### config.mk
export PLATFORM = sky130hd
export DESIGN_NAME = kmeans_iter_ctrl
export DESIGN_NICKNAME = d
export VERILOG_FILES = /design/src/rtl/kmeans_iter_ctrl.sv
export SDC_FILE = /design/constraint.sdc
export NUM_CORES = 1
export LEC_CHECK = 0
export BUFFER_PORTS_ARGS = -buffer_cell sky130_fd_sc_hd__buf_2
export CAP_MARGIN = 20
export CORE_ASPECT_RATIO = 0.8
export CORE_MARGIN = 3
export CORE_UTILIZATION = 40
export DETAILED_ROUTE_END_ITERATION = 12
export PLACE_DENSITY = 0.81
export SLEW_MARGIN = 15
export SYNTH_ARGS = -nofsm -noshare
export SYNTH_HDL_FRONTEND = slang
export SYNTH_SLANG_ARGS = --single-unit
### constraint.sdc
create_clock -name clk -period 3.1 [get_ports clk]
set_clock_uncertainty 0.2 [all_clocks]
set_input_delay 0.775 -clock clk [delete_from_list [all_inputs] [get_ports clk]]
set_output_delay 0.775 -clock clk [all_outputs]
set_load 0.05 [all_outputs]
### src/rtl/kmeans_iter_ctrl.sv
// ---------------------------------------------------------------------------------------------
// kmeans_iter_ctrl
//
// Sequences one K-means run once the register block's GO level is seen. Each iteration clears
// the datapath accumulators, streams every point address first..last into the datapath, then
// requests the centroid updates one by one and writes each new centroid back to the register
// file (cent_1..cent_8 live at register numbers 2..9). The run stops on convergence (largest
// centroid move <= threshold), on the iteration limit, or on an empty address range, and ends
// with a one-cycle interrupt.
//
// Optional build macro: KMEANS_CTRL_TIMEOUT_EN adds a stall watchdog (parameter TIMEOUT_CYC)
// that ends the run with done code 11 after TIMEOUT_CYC consecutive stall cycles.
//
// Ports:
//   clk, rst_n           clock, asynchronous active-low reset
//   go_i                 GO register level; dropping it mid-run aborts silently
//   first_addr_i         first point address
//   last_addr_i          last point address, inclusive
//   threshold_i          convergence threshold on the largest Manhattan centroid move
//   ram_rd_en_o          point RAM read strobe (STREAM only, follows dp_ready_i)
//   ram_addr_o           point RAM read address
//   dp_ready_i           datapath can accept a point this cycle
//   pt_valid_o           RAM data valid for the datapath (ram_rd_en_o delayed one cycle)
//   acc_clear_o          clear datapath accumulators, one-cycle pulse per iteration
//   upd_start_o          request centroid update for upd_idx_o, one-cycle pulse
//   upd_idx_o            centroid index 0..7
//   upd_done_i           update result valid, one-cycle pulse
//   upd_centroid_i       new centroid value
//   upd_delta_i          Manhattan distance between old and new centroid
//   reg_write_o          register-file core write strobe (same cycle as upd_done_i)
//   reg_num_o            target register, 2 + upd_idx_o
//   reg_write_data_o     centroid written to the register file
//   interrupt_o          run complete, one-cycle pulse
//   done_code_o          00 converged, 01 iteration limit, 10 bad range, 11 timeout
// ---------------------------------------------------------------------------------------------

module kmeans_iter_ctrl #(
    parameter int unsigned ADDR_W    = 9,
    parameter int unsigned DATA_W    = 91,
    parameter int unsigned REG_NUM_W = 4,
    parameter int unsigned MANH_W    = 16,
    parameter int unsigned CENT_NUM  = 8,
    parameter int unsigned MAX_ITER  = 16
`ifdef KMEANS_CTRL_TIMEOUT_EN
    ,
    parameter int unsigned TIMEOUT_CYC = 1024
`endif
) (
    input  logic                 clk,
    input  logic                 rst_n,
    input  logic                 go_i,
    input  logic [ADDR_W-1:0]    first_addr_i,
    input  logic [ADDR_W-1:0]    last_addr_i,
    input  logic [MANH_W-1:0]    threshold_i,
    output logic                 ram_rd_en_o,
    output logic [ADDR_W-1:0]    ram_addr_o,
    input  logic                 dp_ready_i,
    output logic                 pt_valid_o,
    output logic                 acc_clear_o,
    output logic                 upd_start_o,
    output logic [2:0]           upd_idx_o,
    input  logic                 upd_done_i,
    input  logic [DATA_W-1:0]    upd_centroid_i,
    input  logic [MANH_W-1:0]    upd_delta_i,
    output logic                 reg_write_o,
    output logic [REG_NUM_W-1:0] reg_num_o,
    output logic [DATA_W-1:0]    reg_write_data_o,
    output logic                 interrupt_o,
    output logic [1:0]           done_code_o
);

    localparam logic [2:0] LastIdx     = 3'(CENT_NUM - 1);
    localparam logic [7:0] IterLimit   = 8'(MAX_ITER);
    localparam logic [1:0] CodeConv    = 2'b00;
    localparam logic [1:0] CodeMaxIter = 2'b01;
    localparam logic [1:0] CodeBadRng  = 2'b10;

    typedef enum logic [2:0] {
        StIdle,
        StClear,
        StStream,
        StDrain,
        StUpdate,
        StCheck,
        StDone
    } state_e;

    state_e              state_q, state_d;
    logic [ADDR_W-1:0]   first_q, first_d;
    logic [ADDR_W-1:0]   last_q, last_d;
    logic [MANH_W-1:0]   thr_q, thr_d;
    logic [ADDR_W-1:0]   addr_q, addr_d;
    logic [7:0]          iter_q, iter_d;
    logic [2:0]          k_q, k_d;
    logic [MANH_W-1:0]   max_delta_q, max_delta_d;
    logic [1:0]          done_code_q, done_code_d;
    logic                acc_clear_q, acc_clear_d;
    logic                upd_start_q, upd_start_d;
    logic                interrupt_q, interrupt_d;
    logic                pt_valid_q;

    // Combinational strobes that must follow their inputs in the same cycle.
    logic                rd_en;
    logic                wr_en;

`ifdef KMEANS_CTRL_TIMEOUT_EN
    localparam int unsigned WdW         = $clog2(TIMEOUT_CYC) + 1;
    localparam logic [1:0]  CodeTimeout = 2'b11;

    logic [WdW-1:0]      wd_q, wd_d;
`endif

    always_comb begin
        state_d     = state_q;
        first_d     = first_q;
        last_d      = last_q;
        thr_d       = thr_q;
        addr_d      = addr_q;
        iter_d      = iter_q;
        k_d         = k_q;
        max_delta_d = max_delta_q;
        done_code_d = done_code_q;
        acc_clear_d = 1'b0;
        upd_start_d = 1'b0;
        interrupt_d = 1'b0;
        rd_en       = 1'b0;
        wr_en       = 1'b0;
`ifdef KMEANS_CTRL_TIMEOUT_EN
        wd_d        = '0;
`endif

        case (state_q)
            StIdle: begin
                if (go_i) begin
                    first_d     = first_addr_i;
                    last_d      = last_addr_i;
                    thr_d       = threshold_i;
                    iter_d      = '0;
                    done_code_d = CodeConv;
                    if (first_addr_i > last_addr_i) begin
                        state_d     = StDone;
                        done_code_d = CodeBadRng;
                    end else begin
                        state_d = StClear;
                    end
                end
            end

            StClear: begin
                iter_d      = iter_q + 8'd1;
                addr_d      = first_q;
                max_delta_d = '0;
                state_d     = StStream;
            end

            StStream: begin
                rd_en = dp_ready_i;
                if (rd_en) begin
                    // Hold on the last address rather than incrementing, so last = all-ones
                    // never wraps.
                    if (addr_q == last_q) begin
                        state_d = StDrain;
                    end else begin
                        addr_d = addr_q + ADDR_W'(1);
                    end
                end
            end

            StDrain: begin
                k_d     = '0;
                state_d = StUpdate;
            end

            StUpdate: begin
                if (upd_done_i) begin
                    wr_en = 1'b1;
                    if (upd_delta_i > max_delta_q) begin
                        max_delta_d = upd_delta_i;
                    end
                    if (k_q == LastIdx) begin
                        state_d = StCheck;
                    end else begin
                        k_d = k_q + 3'd1;
                    end
                end
            end

            StCheck: begin
                if (max_delta_q <= thr_q) begin
                    state_d     = StDone;
                    done_code_d = CodeConv;
                end else if (iter_q == IterLimit) begin
                    state_d     = StDone;
                    done_code_d = CodeMaxIter;
                end else begin
                    state_d = StClear;
                end
            end

            StDone: begin
                state_d = StIdle;
            end

            default: begin
                state_d = StIdle;
            end
        endcase

`ifdef KMEANS_CTRL_TIMEOUT_EN
        // Consecutive stall cycles; any progress (or leaving the stall states) restarts it.
        if ((state_q == StStream && !dp_ready_i) || (state_q == StUpdate && !upd_done_i)) begin
            if (wd_q == WdW'(TIMEOUT_CYC - 1)) begin
                state_d     = StDone;
                done_code_d = CodeTimeout;
            end else begin
                wd_d = wd_q + WdW'(1);
            end
        end
`endif

        // GO dropped mid-run: silent abort, no write, no interrupt, code untouched.
        if (!go_i && state_q != StIdle && state_q != StDone) begin
            state_d     = StIdle;
            done_code_d = done_code_q;
            rd_en       = 1'b0;
            wr_en       = 1'b0;
`ifdef KMEANS_CTRL_TIMEOUT_EN
            wd_d        = '0;
`endif
        end

        // Pulse strobes are flops aligned with the state they belong to.
        acc_clear_d = (state_d == StClear);
        interrupt_d = (state_d == StDone);
        upd_start_d = (state_d == StUpdate) && ((state_q != StUpdate) || (k_d != k_q));
    end

    always_ff @(posedge clk or negedge rst_n) begin
        if (!rst_n) begin
            state_q     <= StIdle;
            first_q     <= '0;
            last_q      <= '0;
            thr_q       <= '0;
            addr_q      <= '0;
            iter_q      <= '0;
            k_q         <= '0;
            max_delta_q <= '0;
            done_code_q <= '0;
            acc_clear_q <= 1'b0;
            upd_start_q <= 1'b0;
            interrupt_q <= 1'b0;
            pt_valid_q  <= 1'b0;
        end else begin
            state_q     <= state_d;
            first_q     <= first_d;
            last_q      <= last_d;
            thr_q       <= thr_d;
            addr_q      <= addr_d;
            iter_q      <= iter_d;
            k_q         <= k_d;
            max_delta_q <= max_delta_d;
            done_code_q <= done_code_d;
            acc_clear_q <= acc_clear_d;
            upd_start_q <= upd_start_d;
            interrupt_q <= interrupt_d;
            pt_valid_q  <= rd_en;
        end
    end

`ifdef KMEANS_CTRL_TIMEOUT_EN
    always_ff @(posedge clk or negedge rst_n) begin
        if (!rst_n) begin
            wd_q <= '0;
        end else begin
            wd_q <= wd_d;
        end
    end
`endif

    assign ram_rd_en_o      = rd_en;
    assign ram_addr_o       = addr_q;
    assign pt_valid_o       = pt_valid_q;
    assign acc_clear_o      = acc_clear_q;
    assign upd_start_o      = upd_start_q;
    assign upd_idx_o        = k_q;
    assign reg_write_o      = wr_en;
    assign reg_num_o        = wr_en ? (REG_NUM_W'(k_q) + REG_NUM_W'(2)) : '0;
    assign reg_write_data_o = wr_en ? upd_centroid_i : '0;
    assign interrupt_o      = interrupt_q;
    assign done_code_o      = done_code_q;

endmodule

# Word-level counts from Yosys, hierarchy flattened
# Cells that the tools add are included.
# word_totals
inputBits	146
output_inout_bits	115
romBits	0
latchBits	0
memories	0
ram_bits	0
register_bits	79
# classes
n_bitwise	1
div	0
muxes	33
n_reduce_logical	16
order_cmp	3
n_addsub	4
shift	0
n_eq_ne	20
multipliers	0
# ops
cell	n
91-bit 2-to-1 mux	1
3-bit 2-to-1 mux	11
16-bit 2-to-1 mux	2
16-bit case mux with 2 select lines	1
9-bit 2-to-1 mux	2
3-bit case mux with 6 select lines	1
9-bit case mux with 2 select lines	1
16-bit greater-than comparator	1
16-bit <= comparator	1
8-bit case mux with 2 select lines	1
3-bit equality test (second input constant)	5
2-bit inequality test (second input constant)	5
9-bit by 1-bit adder with 9-bit output (second input constant)	1
9-bit equality test	1
9-bit greater-than comparator	1
3-bit inequality test (second input constant)	3
8-bit by 1-bit adder with 8-bit output (second input constant)	1
8-bit by 5-bit equality test with 1-bit output (second input constant)	1
2-bit 2-to-1 mux	4
8-bit 2-to-1 mux	1
2-bit nonzero test	4
3-bit by 1-bit equality test with 1-bit output (second input constant)	2
3-bit by 2-bit equality test with 1-bit output (second input constant)	2
3-bit case mux with 2 select lines	1
other kinds (15)	23

# Logic depth before layout (Yosys ltp)
# depth
ltp_word	7
mapped_depth	10
mapped_depth_nobuf	8

# Worst setup path after synthesis
# OpenSTA, ideal clock, no wires.
# synth_timing
path_kind	input to output
start	input port upd_done_i
end	output port reg_num_o[1]
path_buffers	1
arrival_ps	2622
path_stages	5
slack_ps	-497
cell_sequence	nand2_1 > nor2_1 > clkbuf_1 > and2_1 > nor2b_1
# synth_between
elab_chain_len	4
# synth_lines
element	line	source
start: declaration	62	input logic upd_done_i,
1-bit 2-to-1 mux	175	if (upd_done_i) begin
1-bit 2-to-1 mux	132	case (state_q)
1-bit 2-to-1 mux	222	if (!go_i && state_q != StIdle && state_q != StDone) begin
named net reg_write_o	65	output logic reg_write_o,
4-bit 2-to-1 mux	287	assign reg_num_o = wr_en ? (REG_NUM_W'(k_q) + REG_NUM_W'(2)) : '0;
end: declaration	66	output logic [REG_NUM_W-1:0] reg_num_o,
# The timed path passes the listed nets, and every way through them passes these cells.

# Worst setup path after layout
# layout_timing
start	register state_q[2]
end	output port reg_write_data_o[47]
# layout_between
elab_chain_len	5
# layout_lines
element	line	source
start: declaration	88	state_e state_q, state_d;
start signal: assignment	240	state_q <= StIdle;
start signal: assignment	254	state_q <= state_d;
3-bit nonzero test	222	
1-bit logical AND (2 in series)	222	
1-bit 2-to-1 mux (*)	222	
91-bit 2-to-1 mux (*)	288	assign reg_write_data_o = wr_en ? upd_centroid_i : '0;
end: declaration	67	output logic [DATA_W-1:0] reg_write_data_o,
# Every way passes the cells marked *; elsewhere a longest branch is shown, timed or not.

==> reports/results.ini <==
[floorplan]
die_w_um=133.4
die_y_um=107.9
io-pin-count=261
initial_core_util=0.4175
placeableCoreArea_um2=12430
die-area_um2=14390
rows=36

[clocking]
h-tree-depth=3
cts_resized=0
cts_setup_buffers=0
cts_tree=yes
clkSlewWorstSetupHoldPaths_ns=0.06
cts_inserted_buffers=9
clock-sinks=79
postCtsHoldBufs=0
cts_max_path_buffers=2
insertion_delay_ns=0.34
root_buffer=clkbuf_16

[global_routing]
grt_overflow=0
grt_pass1_wl_mm=24.07
grt.total_usage=0.2104
antenna_found_initial=1
grt_pass1_vias=4591
grt_max_degree=104

[critical_path]
path_class=reg -> out
crit_path_end_kind=primary output
crit_fanout=67
start_kind=register
cpPeakStageDelay_ns=0.40
cp_data_required_time_ns=2.12
cp_slowest_cell=dfrtp_2
path_cells=nor2b_2 > nand2_1 > nor2_4 > buf_12 > and3_1 > buf_2
crit_arrival_ns=1.98
reg2reg_to=acc_clear_o
ff2ff_setup_slack_ns=0.33
timing.rr.start=max_delta_q[11]
worstRegToRegCells=8

[finish]
finalNetCount=1044
area_delta_synth_final_pct=35.66
nFillCells=1144
final_common_cell=buf_2
instances_no_fill=1029
post_route_cells_drive_above_1_share=0.3652
mostFrequentLayoutCells=buf_2, and3_1, nand2_1

[synth]
async_flop_share=1.000
synth_area_leader_cell=dfrtp_1
synth_top_area_frac=0.3809
ys_types=49
syn_inst=608
yosysWarnings=0
avgSynthCellArea_um2=8.536
ys_seq_elements=79
mappedNetlistArea_um2=5190
ys.flop_type=dfrtp_1
synthTopCellsByArea=dfrtp_1, and3_1, ha_1
yosysSeqAreaShare=0.3809
synth_edf_count=0
syn_nets=800

[route]
wl_per_cell_um=15.58
dr.first_iter.drc_count=374
met2WireLength_mm=7.394
drcViolationCount=0
vias=5347
met3_wirelength_mm=1.250
firstDrtPassIters=5
top_layer_used=met4
final_antenna_net_count=0
avgViaCountPerCell=5.196
wirelength_mm=16.03
wl_met1_mm=7.247

[placed_design]
gp_congestion=0.8751
dp_cells=1012
portBuffers=260
dp_hpwl_mm=12.63

[power_and_ir_drop]
p_leak_nw=4.178
p_per_area_nw_per_um2=762.8
ir_worst_vdd_v=0.0004554

[flow_run]
maxCapViolCount=0

[sta]
tns_ns=0
slew_headroom=0.5076
period_share=0.9518
min_period_ns=2.951
setup_viol=0
slew_viol_final=0
timing.fmax_mhz=338.9
worstMarginPinSlew_ns=0.7200
rsz0062_at_grt=false
finalHoldViolCount=0

[hold_path]
hold_class=in -> async

[run_status]
status=finished clean

==> critical path: cells and delay by family (launching register included) <==
kind	cells	cell delay (ns)
and+or+nand+nor	4	0.69
buffers and inverters	2	0.51
DFF	1	0.40
==> power breakdown <==
part | internal, mW | switching, mW | total [mW]
logic | 0.895 | 1.50 | 2.40
clock network | 0.785 | 0.410 | 1.19
registers | 1.43 | 0.352 | 1.78
total | 3.11 | 2.26 | 5.37
==> per-layer routing <==
layer  global-route usage  up-vias
met2               0.3181      216
met5                    0        -
met3              0.05607       10
li1                     -     2635
met4              0.05140        0
met1               0.3010     2486
==> Yosys cell counts (6+ instances only) <==
library cell	n
a21oi_1	31
nor2b_1	7
mux2i_1	6
a22o_2	16
inv_1	47
ha_1	46
nor3_1	8
nand4_1	11
nand3_1	15
xor2_1	6
dfrtp_1	79
nor2_1	16
nand2_1	85
o21ai_0	48
and3_1	98
clkbuf_1	33
==> metrics by stage <==
| step | worst slack, ns | hold WS [ns] | utilization | power, mW | area [µm²] |
|---|---|---|---|---|---|
| 2_1_floorplan | 0.03612 | 0.2450 | - | 3.454 | 5199 |
| 3_3_place_gp | 0.007316 | 0.2599 | 0.5382 | 4.069 | 6691 |
| 3_5_place_dp | -0.06088 | 0.2741 | 0.5382 | 4.157 | 6691 |
| 4_1_cts | 0.04768 | 0.2739 | 0.5654 | 5.389 | 7029 |
| 5_1_grt | 0.03502 | 0.3005 | 0.5663 | 5.785 | 7041 |
| 6_report | 0.1493 | 0.2513 | 0.5663 | 5.370 | 7041 |
==> area by class of cell <==
type	instances	area, µm²	share of cell area
multi-input cells	444	2890	0.4105
clock inverters	6	108.9	0.01546
diodes	1	2.502	0.0003554
flip-flops and latches	79	1978	0.2810
clock buffers	10	229.0	0.03252
inverters	47	176.4	0.02506
repair buffers	271	1441	0.2047
well taps	171	214.0	0.03039
==> registers in the layout, indices dropped and copies added (netlist names) <==
signal,cells
upd_start_o,1
state_q,3
max_delta_q,16
ram_addr_o,9
iter_q,8
acc_clear_o,1
done_code_o,2
thr_q,16
last_q,9
interrupt_o,1
upd_idx_o,3
first_q,9
pt_valid_o,1
==> worst max-delay path by stage <==
stage | startpoint | endpoint | slack [ns] | cells past startpoint
2_1_floorplan | upd_done_i | reg_num_o[1] | 0.04 | 5
3_3_place_gp | upd_delta_i[11] | max_delta_q[10] | 0.007 | 8
3_5_place_dp | upd_delta_i[11] | max_delta_q[4] | -0.06 | 8
4_1_cts | state_q[2] | reg_write_data_o[43] | 0.05 | 6
5_1_grt | state_q[2] | reg_write_data_o[43] | 0.04 | 6
6_report | state_q[2] | reg_write_data_o[47] | 0.15 | 6
==> logic make-up after synthesis <==
family | count (synthesis) | synth area share
AND/OR/NAND/NOR | 256 | 0.2580
AO/OA/AOI/OAI | 126 | 0.1550
buffers and inverters | 85 | 0.06678
flip-flops | 79 | 0.3809
adder cells (fa/ha/maj) | 46 | 0.1109
XOR/XNOR | 10 | 0.01687
multiplexers | 6 | 0.01157
Note: power is estimated with default switching activity, not from simulation.
